## src/rtl/vga_sprite_compositor.sv

```systemverilog
// VGA raster generator with a per-frame shadowed sprite overlay.
// Counters and bg_addr form stage 0, sprite hit tests are registered at
// stage 1, and final colour plus syncs/blank are registered at stage 2.
// The result is that every video output lags the raster counters by two cycles.
// bg_bgr comes from an external memory with a one-cycle registered read of bg_addr.
module vga_sprite_compositor #(
  parameter int NUM_SPR = 4,
  parameter int SPR_W   = 32,
  parameter int SPR_H   = 32,
  parameter int H_ACT   = 640,
  parameter int H_FP    = 16,
  parameter int H_SYN   = 96,
  parameter int H_BP    = 48,
  parameter int V_ACT   = 480,
  parameter int V_FP    = 10,
  parameter int V_SYN   = 2,
  parameter int V_BP    = 33
) (
  input  logic                    iVGA_CLK,
  input  logic                    iRST_n,
  input  logic [NUM_SPR*10-1:0]   spr_x,
  input  logic [NUM_SPR*9-1:0]    spr_y,
  input  logic [NUM_SPR-1:0]      spr_en,
  input  logic [NUM_SPR*24-1:0]   spr_bgr,
  output logic [18:0]             bg_addr,
  input  logic [23:0]             bg_bgr,
  output logic                    oHS,
  output logic                    oVS,
  output logic                    oBLANK_n,
  output logic [7:0]              b_data,
  output logic [7:0]              g_data,
  output logic [7:0]              r_data,
  output logic                    frame_start,
  output logic [NUM_SPR-1:0]      collision
);

  localparam int H_TOT = H_ACT + H_FP + H_SYN + H_BP;
  localparam int V_TOT = V_ACT + V_FP + V_SYN + V_BP;
  localparam int HW    = $clog2(H_TOT);
  localparam int VW    = $clog2(V_TOT);

  localparam logic [HW-1:0] H_ACT_C  = HW'(H_ACT);
  localparam logic [HW-1:0] H_LAST_C = HW'(H_TOT - 1);
  localparam logic [HW-1:0] HS_BEG_C = HW'(H_ACT + H_FP);
  localparam logic [HW-1:0] HS_END_C = HW'(H_ACT + H_FP + H_SYN);
  localparam logic [VW-1:0] V_ACT_C  = VW'(V_ACT);
  localparam logic [VW-1:0] V_LAST_C = VW'(V_TOT - 1);
  localparam logic [VW-1:0] VS_BEG_C = VW'(V_ACT + V_FP);
  localparam logic [VW-1:0] VS_END_C = VW'(V_ACT + V_FP + V_SYN);

  // stage 0: raster counters and background address
  logic [HW-1:0]  hcnt_q, hcnt_d;
  logic [VW-1:0]  vcnt_q, vcnt_d;
  logic [18:0]    bg_addr_q, bg_addr_d;
  logic           frame_start_q, frame_start_d;
  logic           active0, hs0, vs0, latch, active_next;

  // shadow copies of the sprite inputs, loaded once per frame
  logic [NUM_SPR*10-1:0] shx_q, shx_d;
  logic [NUM_SPR*9-1:0]  shy_q, shy_d;
  logic [NUM_SPR-1:0]    shen_q, shen_d;
  logic [NUM_SPR*24-1:0] shc_q, shc_d;

  // collision tracking
  logic [NUM_SPR-1:0] hit;
  logic               multi_hit;
  logic [NUM_SPR-1:0] acc_q, acc_d;
  logic [NUM_SPR-1:0] collision_q, collision_d;

  // stage 1: hit result
  logic        act1_q, act1_d, hs1_q, hs1_d, vs1_q, vs1_d;
  logic        spr_hit1_q, spr_hit1_d;
  logic [23:0] spr_bgr1_q, spr_bgr1_d;

  // stage 2: final pixel
  logic        blank2_q, blank2_d, hs2_q, hs2_d, vs2_q, vs2_d;
  logic [23:0] bgr2_q, bgr2_d;

  logic [10:0] x11, y11;

  // raster counter advance: hcnt wraps each line, vcnt each frame
  always_comb begin
    hcnt_d = hcnt_q + 1'b1;
    vcnt_d = vcnt_q;
    if (hcnt_q == H_LAST_C) begin
      hcnt_d = '0;
      if (vcnt_q == V_LAST_C) vcnt_d = '0;
      else                    vcnt_d = vcnt_q + 1'b1;
    end
  end

  // decode of the current raster position and incremental background address
  always_comb begin
    active0       = (hcnt_q < H_ACT_C) && (vcnt_q < V_ACT_C);
    hs0           = !((hcnt_q >= HS_BEG_C) && (hcnt_q < HS_END_C));
    vs0           = !((vcnt_q >= VS_BEG_C) && (vcnt_q < VS_END_C));
    latch         = (hcnt_q == '0) && (vcnt_q == V_ACT_C);
    frame_start_d = (hcnt_d == '0) && (vcnt_d == V_ACT_C);
    active_next   = (hcnt_d < H_ACT_C) && (vcnt_d < V_ACT_C);
    // address tracks the pixel the counters point at; it holds through blanking
    if ((hcnt_d == '0) && (vcnt_d == '0)) bg_addr_d = '0;
    else if (active_next)                 bg_addr_d = bg_addr_q + 19'd1;
    else                                  bg_addr_d = bg_addr_q;
  end

  // shadow load at the start of vertical blanking so a frame never tears
  always_comb begin
    shx_d  = shx_q;
    shy_d  = shy_q;
    shen_d = shen_q;
    shc_d  = shc_q;
    if (latch) begin
      shx_d  = spr_x;
      shy_d  = spr_y;
      shen_d = spr_en;
      shc_d  = spr_bgr;
    end
  end

  assign x11 = 11'(hcnt_q);
  assign y11 = 11'(vcnt_q);

  // per-sprite rectangle test in 11 bits so right/bottom overhang clips instead of wrapping
  for (genvar gi = 0; gi < NUM_SPR; gi++) begin : g_hit
    logic [10:0] sx, sy;
    assign sx = {1'b0, shx_q[10*gi +: 10]};
    assign sy = {2'b00, shy_q[9*gi +: 9]};
    assign hit[gi] = active0 && shen_q[gi] &&
                     (x11 >= sx) && (x11 < sx + 11'(SPR_W)) &&
                     (y11 >= sy) && (y11 < sy + 11'(SPR_H));
  end

  // stage 1: lowest-index hitting sprite wins; collision accumulates multi-hits
  always_comb begin
    act1_d     = active0;
    hs1_d      = hs0;
    vs1_d      = vs0;
    spr_hit1_d = 1'b0;
    spr_bgr1_d = '0;
    for (int i = NUM_SPR - 1; i >= 0; i--) begin
      if (hit[i]) begin
        spr_hit1_d = 1'b1;
        spr_bgr1_d = shc_q[24*i +: 24];
      end
    end
    // more than one bit set <=> clearing the lowest set bit leaves something
    multi_hit   = |(hit & (hit - 1'b1));
    acc_d       = acc_q | (multi_hit ? hit : '0);
    collision_d = collision_q;
    if (latch) begin
      collision_d = acc_q;
      acc_d       = '0;
    end
  end

  // stage 2: merge sprite colour over background, black outside active video
  always_comb begin
    blank2_d = act1_q;
    hs2_d    = hs1_q;
    vs2_d    = vs1_q;
    if (!act1_q)         bgr2_d = '0;
    else if (spr_hit1_q) bgr2_d = spr_bgr1_q;
    else                 bgr2_d = bg_bgr;
  end

  // all state, cleared asynchronously so a mid-line reset blanks the output at once
  always_ff @(posedge iVGA_CLK or negedge iRST_n) begin
    if (!iRST_n) begin
      hcnt_q        <= '0;
      vcnt_q        <= '0;
      bg_addr_q     <= '0;
      frame_start_q <= 1'b0;
      shx_q         <= '0;
      shy_q         <= '0;
      shen_q        <= '0;
      shc_q         <= '0;
      acc_q         <= '0;
      collision_q   <= '0;
      act1_q        <= 1'b0;
      hs1_q         <= 1'b1;
      vs1_q         <= 1'b1;
      spr_hit1_q    <= 1'b0;
      spr_bgr1_q    <= '0;
      blank2_q      <= 1'b0;
      hs2_q         <= 1'b1;
      vs2_q         <= 1'b1;
      bgr2_q        <= '0;
    end else begin
      hcnt_q        <= hcnt_d;
      vcnt_q        <= vcnt_d;
      bg_addr_q     <= bg_addr_d;
      frame_start_q <= frame_start_d;
      shx_q         <= shx_d;
      shy_q         <= shy_d;
      shen_q        <= shen_d;
      shc_q         <= shc_d;
      acc_q         <= acc_d;
      collision_q   <= collision_d;
      act1_q        <= act1_d;
      hs1_q         <= hs1_d;
      vs1_q         <= vs1_d;
      spr_hit1_q    <= spr_hit1_d;
      spr_bgr1_q    <= spr_bgr1_d;
      blank2_q      <= blank2_d;
      hs2_q         <= hs2_d;
      vs2_q         <= vs2_d;
      bgr2_q        <= bgr2_d;
    end
  end

  assign bg_addr     = bg_addr_q;
  assign frame_start = frame_start_q;
  assign collision   = collision_q;
  assign oHS         = hs2_q;
  assign oVS         = vs2_q;
  assign oBLANK_n    = blank2_q;
  assign b_data      = bgr2_q[23:16];
  assign g_data      = bgr2_q[15:8];
  assign r_data      = bgr2_q[7:0];

endmodule

```

## config.mk

```make
export PLATFORM = sky130hd
export DESIGN_NAME = vga_sprite_compositor
export DESIGN_NICKNAME = d
export VERILOG_FILES = /design/src/rtl/vga_sprite_compositor.sv
export SDC_FILE = /design/constraint.sdc
export NUM_CORES = 1
export LEC_CHECK = 0
export BUFFER_PORTS_ARGS = -buffer_cell sky130_fd_sc_hd__buf_4
export CAP_MARGIN = 15
export CORE_ASPECT_RATIO = 0.75
export CORE_MARGIN = 8
export CORE_UTILIZATION = 60
export DETAILED_ROUTE_END_ITERATION = 6
export PLACE_DENSITY = 0.95
export SYNTH_ARGS = -nofsm -noshare
export SYNTH_HDL_FRONTEND = slang
export SYNTH_SLANG_ARGS = --single-unit
```

## constraint.sdc

```tcl
create_clock -name iVGA_CLK -period 4.7 [get_ports iVGA_CLK]
set_clock_uncertainty 0.15 [all_clocks]
set_input_delay 0.705 -clock iVGA_CLK [delete_from_list [all_inputs] [get_ports iVGA_CLK]]
set_output_delay 0.705 -clock iVGA_CLK [all_outputs]
set_load 0.01 [all_outputs]
```

==> key figures <==
Pwr
  • Combinational Power Share: under 10%
  • Sw Ratio: 20.7%
  • IR drop worst, VDD: between 0.3 and 0.4 mV
  • Standby leakage power: about 0.0091 uW
  • PD cells: 275 nW/um^2
  • Internal power consumption: 3950 uW
  • Clock power share: 47.1%
  • P_sw: approximately 1000 uW
  • Sequential Power Share: between 40% and 50%

Timing
  • Final setup TNS: 0 ps
  • RSZ-0062 raised after global routing: false
  • Max-slew violation count: 0
  • # setup viols final: 0
  • Fin. Hold Viols: 0
  • Slew HR: between 20% and 30%
  • Final worst path period need: roughly 4100 ps
  • Period utilisation layout: 86.4%
  • Worst-Margin Slew: approximately 1200 ps
  • Fmax: 0.246 GHz

Detailed routing
  • Pre-Repair DR Iteration Count: 5
  • Vias per cell: approximately 5.7
  • Initial DRC count: approximately 1.1k
  • WL/cell: about 19 um
  • Via count: 12.7k
  • DRT Wirelength: 42900 um
  • Post-DRT Antenna Nets: 0
  • DRC errors left: 0

Placed design
  • HPWL Detailed: around 31000 um
  • PortBufs: 252
  • RePlAce Congestion: ~0.96
  • Placed Area: 17100 sq um

Synth
  • Syn_area_per_cell: roughly 9.2 sq um
  • Synth warnings: 0
  • Seq cells post-synth: between 200 and 300
  • Sequential fraction of the synthesis area: between 40% and 50%
  • Async set-reset flop share out of synthesis: 100%
  • Post-synth EDFFs: 0
  • Mapped Cells: 1621
  • Top_reg_cell synth: dfrtp_1
  • Syn Nets: around 2.0k
  • Synth unique cells: just over 60
  • Post-Syn Area: around 15000 sq um

Floorplanning
  • DIE WIDTH: 198 um
  • Row count: 50
  • Core Area: around 25000 sq um
  • Die area: about 30000 sq um
  • Die height: ~150 um
  • I/O pin cnt: between 200 and 300
  • Initial cell density of the core: approximately three fifths

Cells and area
  • Nets: 2189
  • Area grow syn2layout: 21.9%
  • FILL cells: 1735
  • Final instance area: ~18000 sq um
  • Share of post-route cells with drive strength above 1: a little under a fifth
  • Commonest non-fill, non-tap cells in the layout: nand2_1 (425), dfrtp_1 (275), buf_4 (269)
  • Leading cell type in the layout, fill and taps excluded: nand2_1
  • Fin util: 73.5%

Outcome
  • Status: complete, no violations

Clock network
  • Clk buf depth: 3
  • Skew-Pair Late Insertion Delay: roughly 550 ps
  • Total CTS buffers: 28
  • Reg clk slew, reported paths: ~60 ps
  • CTS Sinks: approximately 280
  • CTS resizes: 0
  • CTS tree: yes
  • H-tree depth: 1
  • CTS root buffer: clkbuf_16
  • Hold buffers post-CTS: 0
  • # Post-CTS Setup Buffers: 0

Setup path
  • Largest stage delay, worst path: roughly 1000 ps
  • Critical Path Sink Type: register
  • CP required: slightly below 5000 ps
  • Crit path DAT: 4260 ps
  • WS Path Type: reg -> reg
  • CP most frequent cell: ha_1
  • Buf/Inv on CP: 0
  • CP top delay family: compound AO/OA/AOI/OAI gates
  • Critical-path cell list: ha_1 -> xnor2_1 -> ha_1 -> nand4_1 -> a2111oi_0 -> nor4_1 -> and3_1 -> o21bai_2 -> o21ai_0
  • Worst-path cell with the longest stage delay: o21bai_2
  • Crit start category: register
  • CP Max Fanout: 24

Global routing
  • Total GRT Usage: 28.0%
  • Largest net degree at the start of global routing: 128
  • First-pass GRT wire length: 68800 um
  • Vias in the first global route: approximately 13k
  • Grt ovf: 0
  • Initial antenna violation count: 1

Run
  • Max Cap Violations: 0

Worst hold path
  • Hold Crit Class: in -> async
==> layer usage <==
metal	vias to the layer above	GRT usage [%]	wire length, um	part of all wire [%]
met5	-	0	11	0.026
met4	2	8.94	1390	3.2
met3	102	5.14	3590	8.4
met2	557	42.5	19000	44
met1	6135	40.2	18900	44
li1	5941	-	-	-
==> stage by stage <==
stage / hold WS [ps] / std cells / power, uW / setup WS [ps]
after floorplan: 195 / 1621 / 2480 / 1480
after global placement: 198 / 2166 / 2680 / 839
after detailed placement: 198 / 2166 / 2680 / 721
after CTS: 172 / 2217 / 5010 / 711
after global routing: 197 / 2217 / 5110 / 412
final: 148 / 2218 / 4980 / 638
==> layout make-up <==
type / instances / area (sq um) / share of cell area [%]
Clock buffer: 45 / 856 / 4.73
Timing Repair Buffer: 274 / 2110 / 11.7
Inverter: 113 / 424 / 2.34
Antenna cell: 1 / 2.50 / 0.0138
Sequential cell: 279 / 6990 / 38.6
Tap cell: 338 / 423 / 2.33
Clock inverter: 6 / 111 / 0.615
Multi-Input combinational cell: 1162 / 7190 / 39.7
==> worst register-to-register path, cell delays in order, from the launching register on <==
cell,delay (ps)
dfrtp_1,420
ha_1,240
xnor2_1,140
ha_1,300
nand4_1,120
a2111oi_0,510
nor4_1,180
and3_1,490
o21bai_2,1040
o21ai_0,270
==> power groups by stage <==
stage / sequential, uW / combinational [uW] / clock [uW]
finish: 2420 / 219 / 2340
global route: 2410 / 239 / 2450
CTS: 2420 / 223 / 2370
detailed placement: 2460 / 221 / 0
global placement: 2460 / 218 / 0
floorplan: 2470 / 11.5 / 0
==> worst paths after layout <==
kind                                  startpoint                      end  slack [ps]  cells past startpoint
setup reg to reg           shy_q[23]$_DFFE_PN0P_  spr_bgr1_q[0]$_DFF_PN0_         640                      9
min in group iVGA_CLK                spr_bgr[39]    shc_q[39]$_DFFE_PN0P_         210                      3
hold / removal                            iRST_n    shy_q[13]$_DFFE_PN0P_         150                      1
setup / recovery           shy_q[23]$_DFFE_PN0P_  spr_bgr1_q[0]$_DFF_PN0_         640                      9
max in group asynchronous                 iRST_n    shx_q[28]$_DFFE_PN0P_        3150                      2
hold reg to reg                  vs1_q$_DFF_PN1_            oVS$_DFF_PN1_         210                      0
==> state kept, by name (all words and copies together) (netlist names), 4 cells and up <==
name / count
bg_addr: 19
shy_q: 36
collision: 4
shen_q: 4
vcnt_q: 10
shc_q: 96
spr_bgr1_q: 24
acc_q: 4
bgr2_q: 24
shx_q: 40
hcnt_q: 10
==> cell families (layout without fill, tap and decap cells) <==
family          Yosys count  count (layout)  share of synthesized area, %
simple gates            654             654                          19.5
compound gates          283             283                          11.8
flops                   279             279                          47.0
buf+inv                 180             438                          4.68
fa+ha+maj               129             129                          10.9
xor+xnor                 49              49                          2.89
mux                      47              47                          3.26
other cells               0               1                             0
==> synth_stat cells, types with 15 or more instances <==
cell        n  area (sq um)
o21ai_0   129           646
o31ai_1    19           143
and3_1     15          93.8
ha_1      129          1610
nor2b_1    38           238
mux2i_1    36           360
clkbuf_1   59           221
a21oi_1    44           220
nand3_1    41           205
nand4_1    16           100
nand2_1   425          1600
inv_1     113           424
a21o_1     20           150
dfrtp_1   275          6880
nor2_1     54           203
xnor2_1    35           307
Power figures use the tool's default switching activity.
